### src/rtl/serial_byte_sender.sv
// serial_byte_sender
//   Takes parallel bytes over a valid/ready handshake and replays each one MSB
//   first as a data bit plus a timed write strobe. Before every bit it waits
//   for the downstream queue to report not-busy (status_in == 0).
//   The bit window is PULSE_CYCLES of write high followed by GAP_CYCLES of
//   write low. Together with the single WAIT cycle that samples status_in,
//   one bit takes 1 + PULSE_CYCLES + GAP_CYCLES clocks.
//   Optional feature: define SENDER_TIMEOUT_EN to abort a byte that waits
//   too long on a busy downstream. The abort raises a sticky err_timeout.
//   Without the macro, WAIT waits forever and err_timeout is tied low.
module serial_byte_sender #(
  parameter int PULSE_CYCLES   = 10,
  parameter int GAP_CYCLES     = 10,
  parameter int TIMEOUT_CYCLES = 4096
) (
  input  logic       clock1M,
  input  logic       reset,
  input  logic [7:0] byte_in,
  input  logic       byte_valid,
  output logic       byte_ready,
  input  logic       status_in,
  output logic       data_out,
  output logic       write_out,
  output logic       busy_out,
  output logic [7:0] bytes_sent,
  output logic       err_timeout
);

  // One shared cycle counter serves PULSE, GAP and (optionally) WAIT timing.
  // It is sized to hold the largest of the three terminal counts.
  localparam int MAX_PG  = (PULSE_CYCLES > GAP_CYCLES) ? PULSE_CYCLES : GAP_CYCLES;
  localparam int MAX_CYC = (MAX_PG > TIMEOUT_CYCLES) ? MAX_PG : TIMEOUT_CYCLES;
  localparam int CNT_W   = $clog2(MAX_CYC + 1);

  localparam logic [CNT_W-1:0] PULSE_LAST = CNT_W'(PULSE_CYCLES - 1);
  localparam logic [CNT_W-1:0] GAP_LAST   = CNT_W'(GAP_CYCLES - 1);
`ifdef SENDER_TIMEOUT_EN
  localparam logic [CNT_W-1:0] TIMEOUT_LAST = CNT_W'(TIMEOUT_CYCLES - 1);
`endif

  typedef enum logic [1:0] {
    ST_IDLE  = 2'd0,
    ST_WAIT  = 2'd1,
    ST_PULSE = 2'd2,
    ST_GAP   = 2'd3
  } state_t;

  state_t           state_q,   state_d;
  logic [7:0]       shift_q,   shift_d;
  logic [2:0]       bit_cnt_q, bit_cnt_d;
  logic [CNT_W-1:0] cyc_cnt_q, cyc_cnt_d;
  logic             ready_q,   ready_d;
  logic             data_q,    data_d;
  logic             write_q,   write_d;
  logic             busy_q,    busy_d;
  logic [7:0]       sent_q,    sent_d;
`ifdef SENDER_TIMEOUT_EN
  logic             err_q,     err_d;
`endif

  logic transfer;

  // byte_ready is registered and is high exactly in IDLE.
  // A handshake therefore only ever completes from the IDLE state.
  assign transfer = byte_valid & ready_q;

  // Next-state and next-output computation for the bit-replay sequencer.
  always_comb begin
    state_d   = state_q;
    shift_d   = shift_q;
    bit_cnt_d = bit_cnt_q;
    cyc_cnt_d = cyc_cnt_q;
    data_d    = data_q;
    write_d   = write_q;
    sent_d    = sent_q;
`ifdef SENDER_TIMEOUT_EN
    err_d     = err_q;
`endif

    case (state_q)
      ST_IDLE: begin
        if (transfer) begin
          shift_d   = byte_in;
          bit_cnt_d = 3'd0;
          cyc_cnt_d = '0;
          state_d   = ST_WAIT;
        end
      end

      ST_WAIT: begin
        // The data bit only moves here, so it never changes under a high strobe.
        if (!status_in) begin
          data_d    = shift_q[7];
          write_d   = 1'b1;
          cyc_cnt_d = '0;
          state_d   = ST_PULSE;
        end
`ifdef SENDER_TIMEOUT_EN
        // Count busy cycles. On the last one, drop the partial byte.
        else if (cyc_cnt_q == TIMEOUT_LAST) begin
          err_d     = 1'b1;
          cyc_cnt_d = '0;
          state_d   = ST_IDLE;
        end else begin
          cyc_cnt_d = cyc_cnt_q + CNT_W'(1);
        end
`endif
      end

      ST_PULSE: begin
        // status_in is deliberately ignored while the strobe is high.
        if (cyc_cnt_q == PULSE_LAST) begin
          write_d   = 1'b0;
          cyc_cnt_d = '0;
          state_d   = ST_GAP;
        end else begin
          cyc_cnt_d = cyc_cnt_q + CNT_W'(1);
        end
      end

      ST_GAP: begin
        if (cyc_cnt_q == GAP_LAST) begin
          shift_d   = {shift_q[6:0], 1'b0};
          cyc_cnt_d = '0;
          if (bit_cnt_q == 3'd7) begin
            sent_d  = sent_q + 8'd1;
            state_d = ST_IDLE;
          end else begin
            bit_cnt_d = bit_cnt_q + 3'd1;
            state_d   = ST_WAIT;
          end
        end else begin
          cyc_cnt_d = cyc_cnt_q + CNT_W'(1);
        end
      end

      default: begin
        state_d = ST_IDLE;
      end
    endcase

    // Status outputs are derived from the next state so they are valid the
    // same cycle the state register changes. This lets a new byte be accepted
    // in the very first IDLE cycle.
    ready_d = (state_d == ST_IDLE);
    busy_d  = (state_d != ST_IDLE);
  end

  // State and output registers. Reset discards any partially sent byte.
  always_ff @(posedge clock1M or negedge reset) begin
    if (!reset) begin
      state_q   <= ST_IDLE;
      shift_q   <= 8'd0;
      bit_cnt_q <= 3'd0;
      cyc_cnt_q <= '0;
      ready_q   <= 1'b1;
      data_q    <= 1'b0;
      write_q   <= 1'b0;
      busy_q    <= 1'b0;
      sent_q    <= 8'd0;
`ifdef SENDER_TIMEOUT_EN
      err_q     <= 1'b0;
`endif
    end else begin
      state_q   <= state_d;
      shift_q   <= shift_d;
      bit_cnt_q <= bit_cnt_d;
      cyc_cnt_q <= cyc_cnt_d;
      ready_q   <= ready_d;
      data_q    <= data_d;
      write_q   <= write_d;
      busy_q    <= busy_d;
      sent_q    <= sent_d;
`ifdef SENDER_TIMEOUT_EN
      err_q     <= err_d;
`endif
    end
  end

  assign byte_ready = ready_q;
  assign data_out   = data_q;
  assign write_out  = write_q;
  assign busy_out   = busy_q;
  assign bytes_sent = sent_q;
`ifdef SENDER_TIMEOUT_EN
  assign err_timeout = err_q;
`else
  assign err_timeout = 1'b0;
`endif

endmodule

### config.mk
export PLATFORM = sky130hd
export DESIGN_NAME = serial_byte_sender
export DESIGN_NICKNAME = d
export VERILOG_FILES = /design/src/rtl/serial_byte_sender.sv
export SDC_FILE = /design/constraint.sdc
export NUM_CORES = 1
export LEC_CHECK = 0
export BUFFER_PORTS_ARGS = -buffer_cell sky130_fd_sc_hd__buf_2
export CAP_MARGIN = 10
export CORE_AREA = 10 10 69 71
export DETAILED_ROUTE_END_ITERATION = 10
export DIE_AREA = 0 0 79 81
export GPL_TIMING_DRIVEN = 1
export PLACE_DENSITY_LB_ADDON = 0.05
export SKIP_LAST_GASP = 1
export SLEW_MARGIN = 20
export SYNTH_ARGS = -nofsm -noshare
export SYNTH_HDL_FRONTEND = slang
export SYNTH_SLANG_ARGS = --single-unit
### constraint.sdc
create_clock -name clock1M -period 4.95 [get_ports clock1M]
set_input_delay 0.2475 -clock clock1M [delete_from_list [all_inputs] [get_ports clock1M]]
set_output_delay 0.2475 -clock clock1M [all_outputs]
set_load 0.05 [all_outputs]
### After elaboration in Yosys (flattened, before gate mapping)

Cells that the tools add are included.

* $add $sub $neg: 3
* $mul: 0
* div/mod/pow operators: 0
* order comparisons: 0
* equal/unequal tests: 10
* shift operators: 0
* multiplexer cells: 20
* bitwise operators: 2
* reductions and logical operators: 12

Operators by type and width (number)
* 2-to-1 mux 13 bit: 3
* one-hot mux 13 bit (3 select lines): 1
* 2-to-1 mux 8 bit: 2
* one-hot mux 8 bit (2 select lines): 1
* adder 13 x 1 -> 13 bit, second input constant: 1
* == test 13 x 4 -> 1 bit, second input constant: 1
* != test 2 bit, second input constant: 5
* 2-to-1 mux 3 bit: 3
* AND reduction 3 bit: 3
* adder 8 x 1 -> 8 bit, second input constant: 1
* 2-to-1 mux 2 bit: 4
* one-hot mux 2 bit (4 select lines): 1
* one-hot mux 3 bit (2 select lines): 1
* nonzero test 2 bit: 3
* == test 2 bit, second input constant: 2
* logical NOT 2 bit: 2
* AND reduction 2 bit: 2
* AND reduction 4 bit: 1
* adder 3 x 1 -> 3 bit, second input constant: 1
* == test 3 bit, second input constant: 1
* 2-to-1 mux 1 bit: 3
* == test 2 x 1 -> 1 bit, second input constant: 1
* one-hot mux 1 bit (2 select lines): 1
* OR reduction 2 bit: 1
* 2 further kinds: 2

* bits in registers: 38
* latch bits: 0
* RAM bits: 0
* memory bits (read-only): 0
* bits of input ports: 12
* output and inout bits: 13
* word-level logic and storage cells: 56
* memories kept: 0

### Longest topological paths before layout

Gate-level depths: netlist of the first run.

* depth in word-level cells: 5
* gate-level depth with buffers: 8
* depth with buffers taken out: 6

### Worst setup path before layout of the first run

No wires, ideal clock.

* path type: register to register
* from: reg cyc_cnt_q[1]
* to: reg shift_q[1]
* library setup time: 134 ps
* arrival: 2102 ps
* data required time: 4816 ps
* slack: 2714 ps
* stages on the path, launching flop included: 9
* path buffers: 2
* clock period less this slack: 2236 ps
* path through: dfrtp_1 inv_1 ha_1 or4bb_1 or4_4 buf_6 buf_8 o22ai_1 a31oi_1

* cells in the longest elaborated chain, start to end: 3

RTL lines
* start, declared: RTL line 51 `logic [CNT_W-1:0] cyc_cnt_q, cyc_cnt_d;`
* start signal, assigned: RTL line 168 `cyc_cnt_q <= cyc_cnt_d;`
* == test 13 x 4 -> 1 bit: RTL line 122 `if (cyc_cnt_q == GAP_LAST) begin`
* != test 2 bit (no line)
* AND reduction 3 bit (no line)
* end signal, assigned: RTL line 166 `shift_q <= shift_d;`
* end, declared: RTL line 49 `logic [7:0] shift_q, shift_d;`

Every way passes these cells.
A chain may end at the register's enable or synchronous reset.

### Worst setup path in the final report of the first run

* from: reg cyc_cnt_q[1]
* to: reg bit_cnt_q[0]

* cells in the longest elaborated chain, start to end: 3

RTL lines
* == test 13 x 4 -> 1 bit: RTL line 122
* != test 2 bit (no line)
* AND reduction 4 bit (no line)
* end signal, assigned: RTL line 167 `bit_cnt_q <= bit_cnt_d;`
* end, declared: RTL line 50 `logic [2:0] bit_cnt_q, bit_cnt_d;`

Every way passes these cells.

==> results by group, run 1 <==
Status
  • Status: complete, but fails checks
  • Failing checks: hold timing

Synthesis
  • Syn Inst Count: 195
  • Syn nets: 212
  • Cell variety after synth: 47
  • Asr flop ratio synth: 1.00
  • Warnings from Yosys: 0
  • Synth Area per Inst: 10.2 um^2
  • FF+latch count, synth: 38
  • Predominant post-synthesis flop cell: dfrtp_1
  • Number of flops mapped to enable cells by yosys: 0
  • Netlist Area Pre-Place: 2000 um^2
  • Post-synthesis sequential area ratio: 0.477

Timing
  • Slew HR: 0.439
  • Setup TNS: 0 ns
  • Worst Skew: 0.0196 ns
  • Slew Viols, Final: 0
  • Hold Vio Cnt, Final: 21
  • Fin crit share: 0.485
  • Hold WS: -0.0151 ns
  • RSZ-0062 raised after global routing: false
  • Slew @ Worst Pin: 0.841 ns
  • Fmax: 417 MHz
  • Final min period: 2.40 ns
  • # setup viols final: 0

Finish
  • Multi-input combinational cell area: 953 um^2
  • Area delta synth->final: 8.15%
  • Commonest non-fill, non-tap cell in the layout: dfrtp_1
  • Ant diodes: 0
  • Layout cells sized above 1: 0.213
  • Commonest cells after routing, fill and taps aside: dfrtp_1, buf_2, nand2_1
  • Register area: 952 um^2
  • Cell Count, Final, Fillers Out: 264
  • Fin area: 2160 um^2
  • Nets: 232
  • Final design utilization: 0.613
  • Fillers: 325

Drt
  • Met3 wire length: 284 um
  • Drc violations: 0
  • Drt total wl: 4350 um
  • Vias: 1596
  • Pre-antenna DRT Iters: 4
  • DRT antenna net count: 0
  • Wire per inst: 16.5 um
  • First DRT Iteration DRCs: 110
  • Top Layer Used: met4
  • Post-DR vias/cell: 6.05
  • M1 WL: 1760 um
  • Metal2 WL: 2230 um

Floorplan
  • Rows: 22
  • Die W: 79 um
  • Core area: 3520 um^2
  • Chip Height: 81 um
  • Top Ports: 25
  • Die ar.: 6400 um^2
  • Starting Density: 0.566

Placed design
  • Placed insts: 256
  • Gp weighted congestion: 0.847
  • Dpl cell area: 2100 um^2
  • Port bufs: 23
  • Hpwl dp: 3120 um

CTS
  • CTS Buf Count: 5
  • Cts repair resizes: 0
  • Root buf cell: clkbuf_4
  • # hold bufs at CTS: 0
  • Htree depth: 2
  • CTS tree: yes
  • Reg clk slew, reported paths: 0.12 ns
  • Num Clock Sinks: 38
  • Skew-Pair Late Insertion Delay: 0.36 ns
  • Clock Path Buffers: 2
  • Setup Buffers After CTS: 0

Worst setup path
  • Critical Path RT: 5.19 ns
  • Reg-to-reg endpoint: bit_cnt_q[0]
  • Worst EP arrival: 2.64 ns
  • Reg2reg path depth: 6
  • Launch point of the worst reg-to-reg path: cyc_cnt_q[1]
  • Crit. End Element: flip-flop
  • Critical setup path kind: reg2reg
  • FF-to-FF setup slack: 2.55 ns
  • Startpoint Class: flip-flop
  • CP max FO: 8

GRT
  • Global route overflow: 0
  • Initial antenna violation count: 0
  • First-pass GRT wire length: 7490 um
  • Total GRT Usage: 0.147
  • Pin count of the biggest net entering global routing: 39
  • Vias in the first global route: 1642

Power and ir drop
  • Power per cell area: 520 nW/um^2
  • Worst vdd rail ir drop: 273 uV
  • Pleak: 0.972 nW

Job
  • Maxcap violations: 0

Hold path
  • Worst min path class: in2async
[sequential cells by signal (all words and copies together) (netlist names)]
register	flops
cyc_cnt_q	13
bytes_sent	8
shift_q	8
bit_cnt_q	3
state_q	2
busy_out	1
byte_ready	1
data_out	1
write_out	1
[synth_stat cells (2+ instances only)]
master / count / area, um^2
a21o_1: 2 / 15.0
a21oi_1: 6 / 30.0
a22o_1: 2 / 17.5
a31oi_1: 7 / 43.8
and2_1: 2 / 12.5
and3_1: 2 / 12.5
buf_6: 2 / 22.5
clkbuf_1: 5 / 18.8
dfrtp_1: 37 / 926
ha_1: 5 / 62.6
inv_1: 7 / 26.3
mux2_2: 3 / 33.8
nand2_1: 17 / 63.8
nand2b_1: 2 / 12.5
nand3_1: 5 / 25.0
nand4_1: 9 / 56.3
nor2_1: 9 / 33.8
nor2_4: 2 / 22.5
nor3_1: 10 / 50.1
nor3_2: 3 / 30.0
nor4_1: 4 / 25.0
o21ai_0: 9 / 45.0
o22ai_1: 11 / 68.8
o31a_1: 2 / 17.5
o31ai_1: 2 / 15.0
or4_4: 3 / 33.8
xor2_1: 6 / 52.6
xor2_2: 2 / 32.5
[worst max-delay path, cell delays in order (launching register included)]
cell     delay (ns)
dfrtp_1        0.42
inv_1          0.09
ha_1           0.15
or4bb_1        0.59
nor4_4         0.48
o22ai_1        0.24
mux2_2         0.34
[power breakdown]
group          switching [W]  internal, W  total [W]
clock network       0.000103    0.0000541   0.000158
logic               0.000264     0.000170   0.000435
registers           0.000123     0.000407   0.000530
[worst max-delay path by stage]
stage	startpoint	end	slack [ns]	cells after the start
after detailed placement	cyc_cnt_q[1]	cyc_cnt_q[12]	2.23	6
after CTS	cyc_cnt_q[1]	cyc_cnt_q[2]	2.22	6
after floorplan	cyc_cnt_q[1]	shift_q[1]	2.71	8
final	cyc_cnt_q[1]	bit_cnt_q[0]	2.55	6
after global routing	cyc_cnt_q[1]	bit_cnt_q[0]	2.42	6
after global placement	cyc_cnt_q[1]	cyc_cnt_q[12]	2.36	6
[per-stage QoR]
| stage | hold slack (ns) | setup WS (ns) | power, W |
|---|---|---|---|
| finish | -0.0151 | 2.55 | 0.00112 |
| global route | 0.0289 | 2.42 | 0.00120 |
| CTS | 0.00218 | 2.22 | 0.00112 |
| detailed placement | 0.404 | 2.23 | 0.000959 |
| global placement | 0.381 | 2.36 | 0.000931 |
| floorplan | -0.0481 | 2.71 | 0.000860 |
[kinds of logic after synthesis]
family                     synth area share
adders and majority gates            0.0313
xor gates and xnor gates             0.0470
DFF                                   0.477
and+or+nand+nor                       0.225
muxes                                0.0169
buffers and inverters                0.0476
other                               0.00188
AOI/OAI and AO/OA                     0.153
[area by class of cell]
| type | count | area share |
|---|---|---|
| Sequential cell | 38 | 0.441 |
| Multi-Input combinational cell | 140 | 0.442 |
| Clock buffer | 6 | 0.0191 |
| Tap cell | 48 | 0.0278 |
| Clock inverter | 2 | 0.00464 |
| Inverter | 7 | 0.0122 |
| Timing Repair Buffer | 23 | 0.0533 |
[layer usage]
metal,up-vias,GRT usage
met4,0,0.0627
met3,9,0.0541
met1,776,0.156
li1,764,-
met5,-,0
met2,47,0.259
(Power assumes the default switching activity.)
==> run 2: changes to the inputs <==
Settings changed: ABC_AREA set to 1, CORE_AREA 10 10 69 71 to 10 10 72 74, DIE_AREA 0 0 79 81 to 0 0 82 84.
Clock period 4.95 ns to 2.3 ns, I/O delays scaled along.
==> run 2 against run 1 <==
Clock skew shrank 0.012 ns. Combinational power down 94%. Clock-buffer cell count shrank 1. Worst hold slack better by 0.096 ns. Largest power group unchanged. Sequential cell count unchanged. Area after synthesis is 3.5% higher. The flow now finishes without violations. Critical path type unchanged.
==> results by group, run 2 <==
Worst setup path
  • Startpoint Class: flip-flop
  • Launch point of the worst reg-to-reg path: state_q[1]
  • Most frequent CP cell: nand2_2
  • Instance count on the critical path: 6 (unchanged)
  • Delay-heaviest family, CP: simple AND/OR/NAND/NOR gates
  • Reg-to-reg endpoint: bytes_sent[5]
  • Critical Path RT: 2.48 ns (-2.71 ns)
  • Critical setup path kind: reg2reg
  • Crit path from: state_q[1]
  • CP max stage cell: dfrtp_1
  • Reg2reg path depth: 6 (unchanged)
  • CP max FO: 17 (+9)
  • Worst path bufs/invs: 1 (unchanged)
  • FF-to-FF setup slack: 0.49 ns (-2.06 ns)
  • Crit. End Element: flip-flop
  • Max incr delay on CP: 0.61 ns (+0.02 ns)
  • Worst EP arrival: 1.99 ns (-0.65 ns)
  • Worst path cell trace: nand2_2 > inv_1 > nand2_2 > nor2_2 > nand2_1 > xor2_1
  • Crit path capture: bytes_sent[5]

Synthesis
  • Count leader, synth: nand2_1
  • Predominant post-synthesis flop cell: dfrtp_1
  • Netlist Area Pre-Place: 2070 um^2 (+3.5%)
  • Number of flops mapped to enable cells by yosys: 0 (unchanged)
  • Syn nets: 288 (+36%)
  • Warnings from Yosys: 0 (unchanged)
  • FF+latch count, synth: 38 (unchanged)
  • Synth Area per Inst: 7.62 um^2 (-26%)
  • Yosys top cell by area: dfrtp_1
  • Top cells by count, synth: nand2_1, dfrtp_1, inv_1, o21ai_0, nor2_1
  • Syn Inst Count: 271 (+39%)
  • Cell variety after synth: 26 (-45%)
  • Post-synth top area share: 0.448 (-0.0157)
  • Synth top area cells: dfrtp_1, nand2_1, o21ai_0
  • Post-synthesis sequential area ratio: 0.461 (-0.0162)
  • Asr flop ratio synth: 1.00 (unchanged)

Floorplan
  • Top Ports: 25 (unchanged)
  • Die W: 82 um (+3.8%)
  • Chip Height: 84 um (+3.7%)
  • Die ar.: 6890 um^2 (+7.6%)
  • Starting Density: 0.536 (-0.0307)
  • Core area: 3860 um^2 (+9.4%)
  • Rows: 23 (+4.5%)

Drt
  • Met3 wire length: 242 um (-15%)
  • Vias: 1673 (+4.8%)
  • DRT antenna net count: 0 (unchanged)
  • M1 WL: 2010 um (+15%)
  • Drc violations: 0 (unchanged)
  • Wire per inst: 11.7 um (-29%)
  • Post-DR vias/cell: 4.81 (-20%)
  • Metal2 WL: 1780 um (-20%)
  • Pre-antenna DRT Iters: 4 (unchanged)
  • Drt total wl: 4060 um (-6.6%)
  • First DRT Iteration DRCs: 115 (+4.5%)
  • Top Layer Used: met4

Timing
  • Setup TNS: 0 ns (unchanged)
  • Setup WS post-layout: 0.489 ns (-2.06 ns)
  • Slew Viols, Final: 0 (unchanged)
  • Slew @ Worst Pin: 0.822 ns (-0.0193 ns)
  • Final min period: 1.81 ns (-0.588 ns)
  • Hold WS: 0.0812 ns (+0.0963 ns)
  • # setup viols final: 0 (unchanged)
  • RSZ-0062 raised after global routing: false
  • Fin crit share: 0.788 (+0.303)
  • Worst Skew: 0.00739 ns (-0.0123 ns)
  • Hold Vio Cnt, Final: 0 (-100%)
  • Fmax: 552 MHz (+32%)
  • Slew HR: 0.452 (+0.0129)

GRT
  • First-pass GRT wire length: 7150 um (-4.6%)
  • Total GRT Usage: 0.128 (-0.0195)
  • Vias in the first global route: 1616 (-1.6%)
  • Pin count of the biggest net entering global routing: 39 (unchanged)
  • Global route overflow: 0 (unchanged)
  • Initial antenna violation count: 0 (unchanged)

CTS
  • Num Clock Sinks: 38 (unchanged)
  • Root buf cell: clkbuf_8
  • CTS Buf Count: 5 (unchanged)
  • Clock Path Buffers: 2 (unchanged)
  • Htree depth: 2 (unchanged)
  • Setup Buffers After CTS: 0 (unchanged)
  • Reg clk slew, reported paths: 0.08 ns (-0.04 ns)
  • # hold bufs at CTS: 1 (+1)
  • Skew-Pair Late Insertion Delay: 0.29 ns (-0.07 ns)
  • Cts repair resizes: 0 (unchanged)
  • CTS tree: yes

Power and ir drop
  • Worst vdd rail ir drop: 325 uV (+19%)
  • Pleak: 1.15 nW (+19%)
  • Power per cell area: 535 nW/um^2 (+2.9%)

Status
  • Status: finished, final reports clean

Finish
  • Multi-input combinational cell area: 943 um^2 (-1.0%)
  • Commonest cells after routing, fill and taps aside: nand2_1, dfrtp_1, inv_1
  • Fillers: 353 (+8.6%)
  • Register name with the most flops: cyc_cnt_q
  • Final design utilization: 0.604 (-0.00809)
  • Max FFs per register: 13 (unchanged)
  • Register area: 952 um^2 (unchanged)
  • Ant diodes: 0 (unchanged)
  • Layout cells sized above 1: 0.144 (-0.0687)
  • Area delta synth->final: 12.8%
  • Commonest non-fill, non-tap cell in the layout: nand2_1
  • Nets: 314 (+35%)

Job
  • Maxcap violations: 0 (unchanged)

Hold path
  • Worst min path class: in2reg

Placed design
  • Port bufs: 23 (unchanged)
  • Gp weighted congestion: 0.854 (+0.86%)
  • Hpwl dp: 3000 um (-3.9%)
  • Post-Place Worst Slack: 0.455 ns (-1.77 ns)
[run 2: worst register-to-register path: cells and delay by family, from the launching register on]
family | cells | cell delay [ns]
simple gates | 4 | 0.74
buf+inv | 1 | 0.21
xor+xnor | 1 | 0.15
flops | 1 | 0.61
[run 2: report_power, final]
part / leakage (nW) / total [W] / switching, W / internal, W
Combinational: 0.668 / 0.0000270 / 0.0000192 / 0.00000780
Clock: 0.0579 / 0.000552 / 0.000233 / 0.000319
Sequential: 0.429 / 0.000668 / 0 / 0.000668
Total: 1.15 / 0.00125 / 0.000252 / 0.000995
[run 2: cell type report]
class / count / share of cell area
Clock buffer: 5 / 0.0295
Multi-Input combinational cell: 191 / 0.405
Clock inverter: 3 / 0.0172
Sequential cell: 38 / 0.408
Tap cell: 50 / 0.0268
Inverter: 37 / 0.0596
Timing Repair Buffer: 24 / 0.0537
[run 2: routing by layer]
layer | vias to the layer above | global-route usage
met5 | - | 0
met4 | 0 | 0.0418
met3 | 2 | 0.0431
met2 | 38 | 0.185
met1 | 727 | 0.171
li1 | 906 | -
[run 2: stage by stage]
step           cells  power [W]  area, um^2
2_1_floorplan    271   0.000686        2070
3_3_place_gp     339   0.000708        2210
3_5_place_dp     339   0.000708        2210
4_1_cts          348    0.00126        2330
5_1_grt          348    0.00129        2330
6_report         348    0.00125        2330
[run 2: how the worst min path moves through the flow]
stage / start / end / depth (start not counted)
6_report: byte_in[0] / shift_q[0] / 3
5_1_grt: byte_in[0] / shift_q[0] / 3
4_1_cts: byte_in[0] / shift_q[0] / 3
3_5_place_dp: reset / cyc_cnt_q[4] / 1
3_3_place_gp: reset / cyc_cnt_q[4] / 1
2_1_floorplan: reset / bit_cnt_q[0] / 0
[run 2: cells by family (layout without fill, tap and decap cells)]
logic type               count (synthesis)  in the layout  share of synthesized area
other                                    1              1                    0.00182
adder cells (fa/ha/maj)                  5              5                     0.0303
AO/OA/AOI/OAI                           35             35                     0.0915
flip-flops                              38             38                      0.461
XOR/XNOR                                 8              8                     0.0339
AND/OR/NAND/NOR                        142            142                      0.299
buffers and inverters                   42             69                     0.0824
==> run 3: changes to the inputs <==
Clock period 2.3 ns to 1.7 ns, I/O delays scaled along.
==> run 3 against run 2 <==
Wire length grew 4.8%. Sequential power grew 35%. Worst setup slack lost 0.44 ns. Register-to-register slack lost 0.44 ns. Global-route usage grew 0.69 points. Via count grew 6.7%. Clock-buffer cell count grew 2. Non-clock buffer count grew 10. First-iteration DRC count shrank 33%. Critical path type unchanged. Highest routed layer unchanged.
==> results by group, run 3 (synthesis results as in run 2) <==
Finish
  • Ant diodes: 0 (unchanged)
  • Commonest non-fill, non-tap cell in the layout: nand2_1
  • Final design utilization: 0.624 (+0.0191)
  • Fillers: 373 (+5.7%)
  • Commonest cells after routing, fill and taps aside: nand2_1, dfrtp_1, inv_1
  • Area delta synth->final: 16.4%
  • Max FFs per register: 13 (unchanged)
  • Nets: 324 (+3.2%)
  • Register area: 952 um^2 (unchanged)
  • Layout cells sized above 1: 0.182 (+0.0375)
  • Register name with the most flops: cyc_cnt_q
  • Multi-input combinational cell area: 956 um^2 (+1.3%)

Drt
  • Wire per inst: 11.9 um (+1.9%)
  • Drc violations: 0 (unchanged)
  • Post-DR vias/cell: 4.99 (+3.7%)
  • First DRT Iteration DRCs: 77 (-33%)
  • Vias: 1785 (+6.7%)
  • DRT antenna net count: 0 (unchanged)
  • Drt total wl: 4250 um (+4.8%)
  • Pre-antenna DRT Iters: 4 (unchanged)

Status
  • Status: finished, final reports clean

GRT
  • Met2 usage: 0.203 (+0.0178)
  • Grt met3 use: 0.0453 (+0.00216)
  • First-pass GRT wire length: 7500 um (+4.9%)
  • Grt met1 use: 0.171 (about the same)
  • Initial antenna violation count: 0 (unchanged)
  • Pin count of the biggest net entering global routing: 39 (unchanged)
  • Global route overflow: 0 (unchanged)
  • Busiest grt layer: met2
  • Vias in the first global route: 1740 (+7.7%)
  • Total GRT Usage: 0.135 (+0.00691)

Timing
  • Setup TNS: 0 ns (unchanged)
  • Fin crit share: 0.971 (+0.183)
  • Worst Skew: 0.00866 ns (+0.00127 ns)
  • Hold Vio Cnt, Final: 0 (unchanged)
  • RSZ-0062 raised after global routing: true
  • # setup viols final: 0 (unchanged)
  • Final min period: 1.65 ns (-0.162 ns)
  • Fmax: 606 MHz (+9.8%)
  • Slew Viols, Final: 0 (unchanged)

CTS
  • Clock Path Buffers: 2 (unchanged)
  • Num Clock Sinks: 38 (unchanged)
  • CTS Buf Count: 5 (unchanged)
  • Htree depth: 2 (unchanged)
  • Reg clk slew, reported paths: 0.07 ns (about the same)
  • CTS tree: yes
  • Root buf cell: clkbuf_8
  • Skew-Pair Late Insertion Delay: 0.29 ns (about the same)

Power and ir drop
  • Power per cell area: 651 nW/um^2 (+22%)
  • Pleak: 1.21 nW (+4.7%)
  • Worst vdd rail ir drop: 475 uV (+46%)

Worst setup path
  • Crit. End Element: flip-flop
  • Reg-to-reg endpoint: shift_q[1]
  • Crit path capture: shift_q[1]
  • Startpoint Class: flip-flop
  • Worst EP arrival: 1.82 ns (-0.17 ns)
  • Critical setup path kind: reg2reg
  • Launch point of the worst reg-to-reg path: cyc_cnt_q[1]
  • Crit path from: cyc_cnt_q[1]
  • Reg2reg path depth: 10 (+4)
  • FF-to-FF setup slack: 0.05 ns (-0.44 ns)
  • CP max FO: 7 (-10)
  • Critical Path RT: 1.87 ns (-0.61 ns)

Floorplan
  • Die ar.: 6890 um^2 (unchanged)
  • Rows: 23 (unchanged)
  • Starting Density: 0.536 (unchanged)
  • Top Ports: 25 (unchanged)
  • Die W: 82 um (unchanged)
  • Chip Height: 84 um (unchanged)
  • Core area: 3860 um^2 (unchanged)

Placed design
  • Gp weighted congestion: 0.852 (-0.23%)
  • Port bufs: 23 (unchanged)
  • Hpwl dp: 3230 um (+7.6%)

Hold path
  • Worst min path class: in2reg
  • Min-delay src: byte_in[0]

Job
  • Maxcap violations: 0 (unchanged)
-- run 3: critical path: stages (launching register included) --
cell and delay [ns]:
dfrtp_1 0.41, inv_2 0.07, ha_2 0.17, nand2_2 0.05
clkinv_1 0.06, nand2_2 0.05, nor2_4 0.15, nand2_4 0.08
o21ai_4 0.24, buf_4 0.19, o21ai_0 0.07
-- run 3: per-layer routing --
layer  wire length, um  part of all wire
met1              1980              0.46
met2              1950              0.46
met3               268             0.063
met4                60             0.014
met5                 0                 0
-- run 3: report_power, final --
| part | total, W | switching (W) | internal [W] | leakage [nW] |
|---|---|---|---|---|
| clock network | 0.000623 | 0.000296 | 0.000327 | 0.0482 |
| logic | 0.0000384 | 0.0000263 | 0.0000120 | 0.732 |
| registers | 0.000904 | 0 | 0.000904 | 0.429 |
-- run 3: cell type report --
| cell class | instances | area share |
|---|---|---|
| Clock buffer | 7 | 0.0359 |
| Clock inverter | 1 | 0.00208 |
| Inverter | 37 | 0.0578 |
| Multi-Input combinational cell | 191 | 0.398 |
| Sequential cell | 38 | 0.396 |
| Tap cell | 50 | 0.0260 |
| Timing Repair Buffer | 34 | 0.0848 |
-- run 3: what timing repair did --
| item | 4_1_cts | 5_1_grt |
|---|---|---|
| hold endpoints to repair | 37 | 0 |
| endpoints found under the setup margin | 0 | 14 |
| setup buffers | 0 | 2 |
| gates resized for setup | 0 | 8 |
| hold buffers | 1 | 0 |
-- run 3: stage by stage --
step / cells / cell area, um^2 / setup WS (ns) / hold WS, ns / power [W]
finish: 358 / 2400 / 0.0501 / 0.0575 / 0.00156
global placement: 346 / 2260 / 0.157 / 0.163 / 0.000959
detailed placement: 346 / 2260 / 0.0925 / 0.168 / 0.000960
floorplan: 271 / 2070 / 0.165 / -0.211 / 0.000929
CTS: 355 / 2370 / 0.0755 / 0.0508 / 0.00159
global route: 358 / 2400 / -0.0751 / 0.0612 / 0.00163
-- run 3: worst min-delay path by stage --
stage                   end  depth (start not counted)
6_report         shift_q[0]                          3
5_1_grt          shift_q[0]                          3
4_1_cts          shift_q[0]                          3
3_5_place_dp   cyc_cnt_q[0]                          2
3_3_place_gp   cyc_cnt_q[3]                          2
2_1_floorplan  bit_cnt_q[0]                          0
